<file path="src/rtl/return_stack_pkg.sv">
// Shared encodings for the return-address stack: FSM states and the default geometry
// that the control unit and datapath both size against.
package return_stack_pkg;

    localparam int unsigned RS_DEPTH = 8;
    localparam int unsigned RS_WIDTH = 32;

    typedef enum logic {
        RS_RUN   = 1'b0,
        RS_FAULT = 1'b1
    } rs_state_e;

endpackage

</file>
<file path="src/rtl/return_stack_ram.sv">
// Return-stack storage: synchronous write, combinational read of the current top entry.
module return_stack_ram
    import return_stack_pkg::*;
#(
    parameter int unsigned WIDTH = RS_WIDTH,
    parameter int unsigned DEPTH = RS_DEPTH
) (
    input  logic                       clk,
    input  logic                       we,
    input  logic [$clog2(DEPTH)-1:0]   waddr,
    input  logic [WIDTH-1:0]           wdata,
    input  logic [$clog2(DEPTH)-1:0]   raddr,
    output logic [WIDTH-1:0]           rdata
);

    // Contents are deliberately not reset; entries above the pointer are never observable.
    logic [WIDTH-1:0] mem [DEPTH];

    always_ff @(posedge clk) begin
        if (we) begin
            mem[waddr] <= wdata;
        end
    end

    assign rdata = mem[raddr];

endmodule

</file>
<file path="src/rtl/return_stack.sv">
// Return-address stack: pointer, full/empty decode and a sticky fault state that freezes
// the stack on overflow or underflow until clr_err.
module return_stack
    import return_stack_pkg::*;
#(
    parameter int unsigned WIDTH = RS_WIDTH,
    parameter int unsigned DEPTH = RS_DEPTH
) (
    input  logic                         clk,
    input  logic                         reset,
    input  logic                         StW,
    input  logic                         StR,
    input  logic [WIDTH-1:0]             push_data,
    input  logic                         clr_err,
    output logic [WIDTH-1:0]             pop_data,
    output logic                         pop_valid,
    output logic [$clog2(DEPTH+1)-1:0]   count,
    output logic                         empty,
    output logic                         full,
    output logic                         overflow,
    output logic                         underflow,
    output logic                         fault
);

    localparam int unsigned CW = $clog2(DEPTH + 1);
    localparam int unsigned AW = $clog2(DEPTH);

    rs_state_e        state_q, state_d;
    logic [CW-1:0]    count_q, count_d;
    logic [WIDTH-1:0] pop_data_q, pop_data_d;
    logic             pop_valid_q, pop_valid_d;
    logic             overflow_q, overflow_d;
    logic             underflow_q, underflow_d;

    logic             is_empty, is_full;
    logic             ram_we;
    logic [AW-1:0]    ram_waddr, top_addr;
    logic [WIDTH-1:0] top_data;

    assign is_empty = (count_q == '0);
    assign is_full  = (count_q == CW'(DEPTH));
    // Wraps to the last slot when empty, but every read path is guarded by is_empty.
    assign top_addr = AW'(count_q - CW'(1));

    return_stack_ram #(
        .WIDTH(WIDTH),
        .DEPTH(DEPTH)
    ) u_ram (
        .clk  (clk),
        .we   (ram_we),
        .waddr(ram_waddr),
        .wdata(push_data),
        .raddr(top_addr),
        .rdata(top_data)
    );

    always_comb begin
        state_d     = state_q;
        count_d     = count_q;
        pop_data_d  = pop_data_q;
        pop_valid_d = 1'b0;
        overflow_d  = overflow_q;
        underflow_d = underflow_q;
        ram_we      = 1'b0;
        ram_waddr   = count_q[AW-1:0];

        unique case (state_q)
            RS_RUN: begin
                if (clr_err) begin
                    overflow_d  = 1'b0;
                    underflow_d = 1'b0;
                end
                if (StW && StR) begin
                    // Replace-top; on an empty stack the pushed value bypasses straight out.
                    pop_valid_d = 1'b1;
                    if (is_empty) begin
                        pop_data_d = push_data;
                    end else begin
                        pop_data_d = top_data;
                        ram_we     = 1'b1;
                        ram_waddr  = top_addr;
                    end
                end else if (StW) begin
                    if (is_full) begin
                        overflow_d = 1'b1;
                        state_d    = RS_FAULT;
                    end else begin
                        ram_we  = 1'b1;
                        count_d = count_q + CW'(1);
                    end
                end else if (StR) begin
                    if (is_empty) begin
                        underflow_d = 1'b1;
                        state_d     = RS_FAULT;
                    end else begin
                        pop_data_d  = top_data;
                        pop_valid_d = 1'b1;
                        count_d     = count_q - CW'(1);
                    end
                end
            end
            RS_FAULT: begin
                if (clr_err) begin
                    overflow_d  = 1'b0;
                    underflow_d = 1'b0;
                    state_d     = RS_RUN;
                end
            end
        endcase
    end

    always_ff @(posedge clk or posedge reset) begin
        if (reset) begin
            state_q     <= RS_RUN;
            count_q     <= '0;
            pop_data_q  <= '0;
            pop_valid_q <= 1'b0;
            overflow_q  <= 1'b0;
            underflow_q <= 1'b0;
        end else begin
            state_q     <= state_d;
            count_q     <= count_d;
            pop_data_q  <= pop_data_d;
            pop_valid_q <= pop_valid_d;
            overflow_q  <= overflow_d;
            underflow_q <= underflow_d;
        end
    end

    assign pop_data  = pop_data_q;
    assign pop_valid = pop_valid_q;
    assign count     = count_q;
    assign empty     = is_empty;
    assign full      = is_full;
    assign overflow  = overflow_q;
    assign underflow = underflow_q;
    assign fault     = (state_q == RS_FAULT);

endmodule

</file>
<file path="config.mk">
export PLATFORM = sky130hd
export DESIGN_NAME = return_stack
export DESIGN_NICKNAME = d
export VERILOG_FILES = /design/src/rtl/return_stack_pkg.sv /design/src/rtl/return_stack_ram.sv /design/src/rtl/return_stack.sv
export SDC_FILE = /design/constraint.sdc
export NUM_CORES = 1
export LEC_CHECK = 0
export BUFFER_PORTS_ARGS = -buffer_cell sky130_fd_sc_hd__buf_4
export CAP_MARGIN = 15
export CORE_ASPECT_RATIO = 0.8
export CORE_MARGIN = 10
export CORE_UTILIZATION = 60
export DETAILED_ROUTE_END_ITERATION = 7
export GPL_TIMING_DRIVEN = 0
export PLACE_DENSITY = 0.79
export SLEW_MARGIN = 20
export SYNTH_ARGS = -nofsm -noshare
export SYNTH_HDL_FRONTEND = slang
export SYNTH_HIERARCHICAL = 1
export SYNTH_SLANG_ARGS = --single-unit
export TNS_END_PERCENT = 30
</file>
<file path="constraint.sdc">
create_clock -name clk -period 5.8 [get_ports clk]
set_input_delay 0.58 -clock clk [delete_from_list [all_inputs] [get_ports clk]]
set_output_delay 0.58 -clock clk [all_outputs]
set_load 0.005 [all_outputs]
</file>
==> out/metrics.sh <==
OUTCOME='completed'
ANTENNA_CELLS_INSERTED=0
POWER.DENSITY_CELL_AREA_nW_PER_UM2=540
REMAINING_DRC_ERRORS=0
MAPPEDNETLISTNETS=625
VIA_PER_INST=6.02
R2R-START='count[0]'
TRITONCTS='yes'
FMAXACHIEVABLE_MHz=284
SYNTH-SEQ-AREA-SHARE=0.724
CRITICAL_PATH.N_BUFFERS_INVERTERS=4
PLACE.PORT_BUFFERS=76
RR_WORST_DEPTH=9
SEQ_POWER_SHARE=0.386
LAYOUT.CELLS.MOST_COMMON='sky130_fd_sc_hd__edfxtp_1'
TOTAL_SWITCHING_POWER_mW=2.38
INSTANCE_COUNT_ON_THE_CRITICAL_PATH=9
WORST_SLACK_NS=2.28
CTS_BUFFERS=28
START_UTIL=0.608
CRIT_ARRIVAL_NS=3.76
NETLIST_INSTANCES=586
SLOWEST_DELAY_NS=0.60
SETUP-VIOLATIONS-FINAL=0
INTERNAL_POWER_mW=5.24
FLOW.AREA_GROWTH_FROM_SYNTHESIS_PCT=17.6
ROUTED_WIRE_PER_STD_CELL_MICRONS=24.3
FINALWORSTPATHREQUIREDPERIOD_NS=3.52
COMBINATIONALPOWERSHARE=0.390
IOPINCOUNT=79
CLK_BUF_DEPTH=3
LEAKAGEPOWER_nW=5.24
DRT_PRE_ANTENNA_ITERS=6
YOSYS.AREA.TOP_TYPE='sky130_fd_sc_hd__edfxtp_1'
FAMILY_WITH_THE_MOST_DELAY_ON_THE_WORST_PATH='simple AND/OR/NAND/NOR gates'
CRIT_PATH_CELL_TRACE='inv_1 > ha_1 > nand4_2 > buf_2 > nor3b_1 > nand2b_1 > nor3_2 > buf_6 > buf_4'
DP_HPWL_MICRONS=15700
PRECTSSETUPSLACK_NS=2.30
CTS_HOLD_BUF=0
DESIGN.DIE.AREA_SQ_UM=26100
VDD_DROP_MAX_V=0.000278
WORST_PATH_MAX_DELAY_CELL='sky130_fd_sc_hd__nor3_2'
VIAS_IN_THE_FIRST_GLOBAL_ROUTE=6364
MAXSLEWHEADROOM=0.481
YOSYS_WARNINGS=6
GROUTE.USAGE.OVERALL=0.185
LAYOUT_COMMON_CELLS='sky130_fd_sc_hd__edfxtp_1, sky130_fd_sc_hd__buf_4, sky130_fd_sc_hd__dfrtp_1, sky130_fd_sc_hd__mux4_1, sky130_fd_sc_hd__nand2_1'
CRITPATHKIND='flop to flop'
FINALCRITPERIODSHARE=0.607
NUM_VIAS=5983
TIMING_WORST_SLEW_PIN_VALUE_NS=0.776
CLOCK_TRANSITION_AT_THE_REGISTERS_OF_THE_REPORTED_PATHS_NS=0.06
FINISH.NET_COUNT=747
FP.DIEW_MICRONS=178
CLOCK_TREE.ROOT_CELL='sky130_fd_sc_hd__clkbuf_16'
ENDPOINT_KIND='flop'
SWSHARE=0.313
CHIPHEIGHT_MICRONS=146
WORSTHOLDPATHTYPE='input port to asynchronous set/reset pin'
YS_TYPES=39
CTS.REPAIR.RESIZED=0
POST_ROUTE_CELLS_DRIVE_ABOVE_1_SHARE=0.344
MAXIMUM_FANOUT_COUNT_ALONG_THE_CRITICAL_PATH=10
MAXCAPVIOLCOUNT=0
WORSTPATHREQUIRED_NS=6.05
YOSYS-TOP-CELLS-AREA='sky130_fd_sc_hd__edfxtp_1, sky130_fd_sc_hd__mux4_1, sky130_fd_sc_hd__dfrtp_1'
HOLD_VIOL_FINAL=0
POWER.SHARE.CLOCK=0.225
CORE_SQ_UM=19700
GRT_FIRST_PASS_WIRELENGTH_MICRONS=37300
FIRST_ITER_VIOLATIONS=460
CRIT_PATH_START_KIND='flop'
WORST_CLOCK_SKEW_NS=0.0146
ROW_COUNT=46
ROUTE.ANTENNA.REMAINING_NETS=0
NETLIST_AREA_SQ_UM=12000
CTS_NUM_SINKS=296
PLACE_CONGESTION=0.772
HTREEDEPTH=1
GLOBAL_ROUTE.OVERFLOW_TOTAL=0
YS_SEQ_ELEMENTS=296
MAXIMUM_NUMBER_OF_PINS_ON_ONE_NET_BEFORE_GLOBAL_ROUTE_REPAIR=22
SYNTHDOMINANTCELLAREASHARE=0.641
GRT_SETUP_UNREPAIRED='no'
FINAL_CORE_UTIL=0.714
DRT_WL_TOTAL_MICRONS=24200
FINAL_MAX_SLEW_VIOL_COUNT=0
SYNTH.AVG_CELL_AREA_SQ_UM=20.5
ANTENNA_FOUND_INITIAL=0
SETUP_FIX_BUFFERS_ADDED_AFTER_CLOCK_TREE_SYNTHESIS=0
WORSTSETUPSTARTPOINT='count[0]'
CLK-INSERTION-DELAY-LATE_NS=0.55
power groups by stage:
| stage | Sequential, mW | Combinational [mW] | Clock (mW) |
|---|---|---|---|
| after floorplan | 2.96 | 1.98 | 0 |
| after global placement | 2.98 | 2.76 | 0 |
| after detailed placement | 2.98 | 2.99 | 0 |
| after CTS | 2.94 | 3.01 | 1.74 |
| after global routing | 2.97 | 3.20 | 1.84 |
| final | 2.94 | 2.97 | 1.71 |
cell families (layout without fill, tap and decap cells):
family / count (synthesis) / after routing / share of synthesized area
buf+inv: 43 / 187 / 0.0251
flops: 296 / 296 / 0.724
mux: 130 / 130 / 0.191
xor+xnor: 7 / 7 / 0.00511
simple gates: 65 / 65 / 0.0261
fa+ha+maj: 2 / 2 / 0.00209
compound gates: 43 / 43 / 0.0262
flip-flops by register name (all words and copies together) (netlist names):
register   flops
pop_valid      1
overflow       1
fault          1
u_ram/mem    256
count          4
underflow      1
pop_data      32
synth_stat cells:
| cell | instances |
|---|---|
| sky130_fd_sc_hd__edfxtp_1 | 256 |
| sky130_fd_sc_hd__dfrtp_1 | 40 |
| sky130_fd_sc_hd__mux4_1 | 40 |
| sky130_fd_sc_hd__nand2_1 | 35 |
| sky130_fd_sc_hd__mux2i_1 | 34 |
| sky130_fd_sc_hd__mux2_2 | 32 |
| sky130_fd_sc_hd__mux4_2 | 24 |
| sky130_fd_sc_hd__o21ai_2 | 21 |
| sky130_fd_sc_hd__buf_2 | 11 |
| sky130_fd_sc_hd__buf_6 | 11 |
| sky130_fd_sc_hd__inv_1 | 10 |
| sky130_fd_sc_hd__o21ai_0 | 10 |
| sky130_fd_sc_hd__nor2_1 | 8 |
| sky130_fd_sc_hd__nand2b_1 | 6 |
| sky130_fd_sc_hd__o21ai_1 | 6 |
| sky130_fd_sc_hd__xnor2_1 | 6 |
| sky130_fd_sc_hd__buf_1 | 5 |
| sky130_fd_sc_hd__nand2_2 | 3 |
| sky130_fd_sc_hd__nor3b_1 | 3 |
| sky130_fd_sc_hd__a21oi_1 | 2 |
| sky130_fd_sc_hd__buf_8 | 2 |
| sky130_fd_sc_hd__ha_1 | 2 |
| sky130_fd_sc_hd__nor2b_1 | 2 |
| sky130_fd_sc_hd__nor3_1 | 2 |
| sky130_fd_sc_hd__a211oi_2 | 1 |
| sky130_fd_sc_hd__a32o_1 | 1 |
| sky130_fd_sc_hd__and3_1 | 1 |
| sky130_fd_sc_hd__buf_12 | 1 |
| sky130_fd_sc_hd__buf_4 | 1 |
| sky130_fd_sc_hd__clkbuf_1 | 1 |
| sky130_fd_sc_hd__clkbuf_2 | 1 |
| sky130_fd_sc_hd__nand3_1 | 1 |
| sky130_fd_sc_hd__nand4_1 | 1 |
| sky130_fd_sc_hd__nand4_2 | 1 |
| sky130_fd_sc_hd__nand4b_1 | 1 |
| sky130_fd_sc_hd__o32ai_1 | 1 |
| sky130_fd_sc_hd__o41ai_1 | 1 |
| sky130_fd_sc_hd__or3b_4 | 1 |
| sky130_fd_sc_hd__xor2_1 | 1 |
cell type report:
class	count	area (sq um)
Tap cell	264	330
Clock buffer	43	807
Fill cell	1163	5640
Sequential cell	296	8690
Multi-Input combinational cell	247	3060
Buffer	33	264
Timing Repair Buffer	92	858
Clock inverter	9	56.3
Inverter	10	37.5
worst register-to-register path: stages, from the launching register on:
cell	delay, ns
sky130_fd_sc_hd__dfrtp_1	0.44
sky130_fd_sc_hd__inv_1	0.16
sky130_fd_sc_hd__ha_1	0.32
sky130_fd_sc_hd__nand4_2	0.23
sky130_fd_sc_hd__buf_2	0.42
sky130_fd_sc_hd__nor3b_1	0.32
sky130_fd_sc_hd__nand2b_1	0.27
sky130_fd_sc_hd__nor3_2	0.60
sky130_fd_sc_hd__buf_6	0.24
sky130_fd_sc_hd__buf_4	0.22
metal layers:
metal / vias up / GRT usage / wire (microns)
met3: 28 / 0.0371 / 1410
met1: 3159 / 0.246 / 10200
li1: 2631 / - / -
met5: - / 0 / 0
met4: 0 / 0.0358 / 335
met2: 165 / 0.312 / 12200
through the flow:
| step | area, sq um | hold WS (ns) | TNS [ns] | instances | power, mW |
|---|---|---|---|---|---|
| 6_report | 14100 | 0.0956 | 0 | 994 | 7.62 |
| 5_1_grt | 14100 | 0.119 | 0 | 994 | 8.01 |
| 4_1_cts | 14100 | 0.0905 | 0 | 994 | 7.69 |
| 3_5_place_dp | 13200 | 0.473 | 0 | 942 | 5.97 |
| 3_3_place_gp | 12900 | 0.463 | -41.94 | 926 | 5.74 |
| 2_1_floorplan | 12000 | 0.470 | 0 | 586 | 4.94 |
worst paths after layout:
| path | end | slack, ns |
|---|---|---|
| max in group asynchronous | pop_data[11] | 5.20 |
| setup / recovery | u_ram/mem[0][3] | 2.28 |
| setup reg to reg | u_ram/mem[0][3] | 2.28 |
| min in group clk | fault | 0.24 |
| hold reg to reg | pop_data[0] | 0.48 |
| hold / removal | count[2] | 0.1 |
No activity file was read; power rests on OpenSTA's default activity.
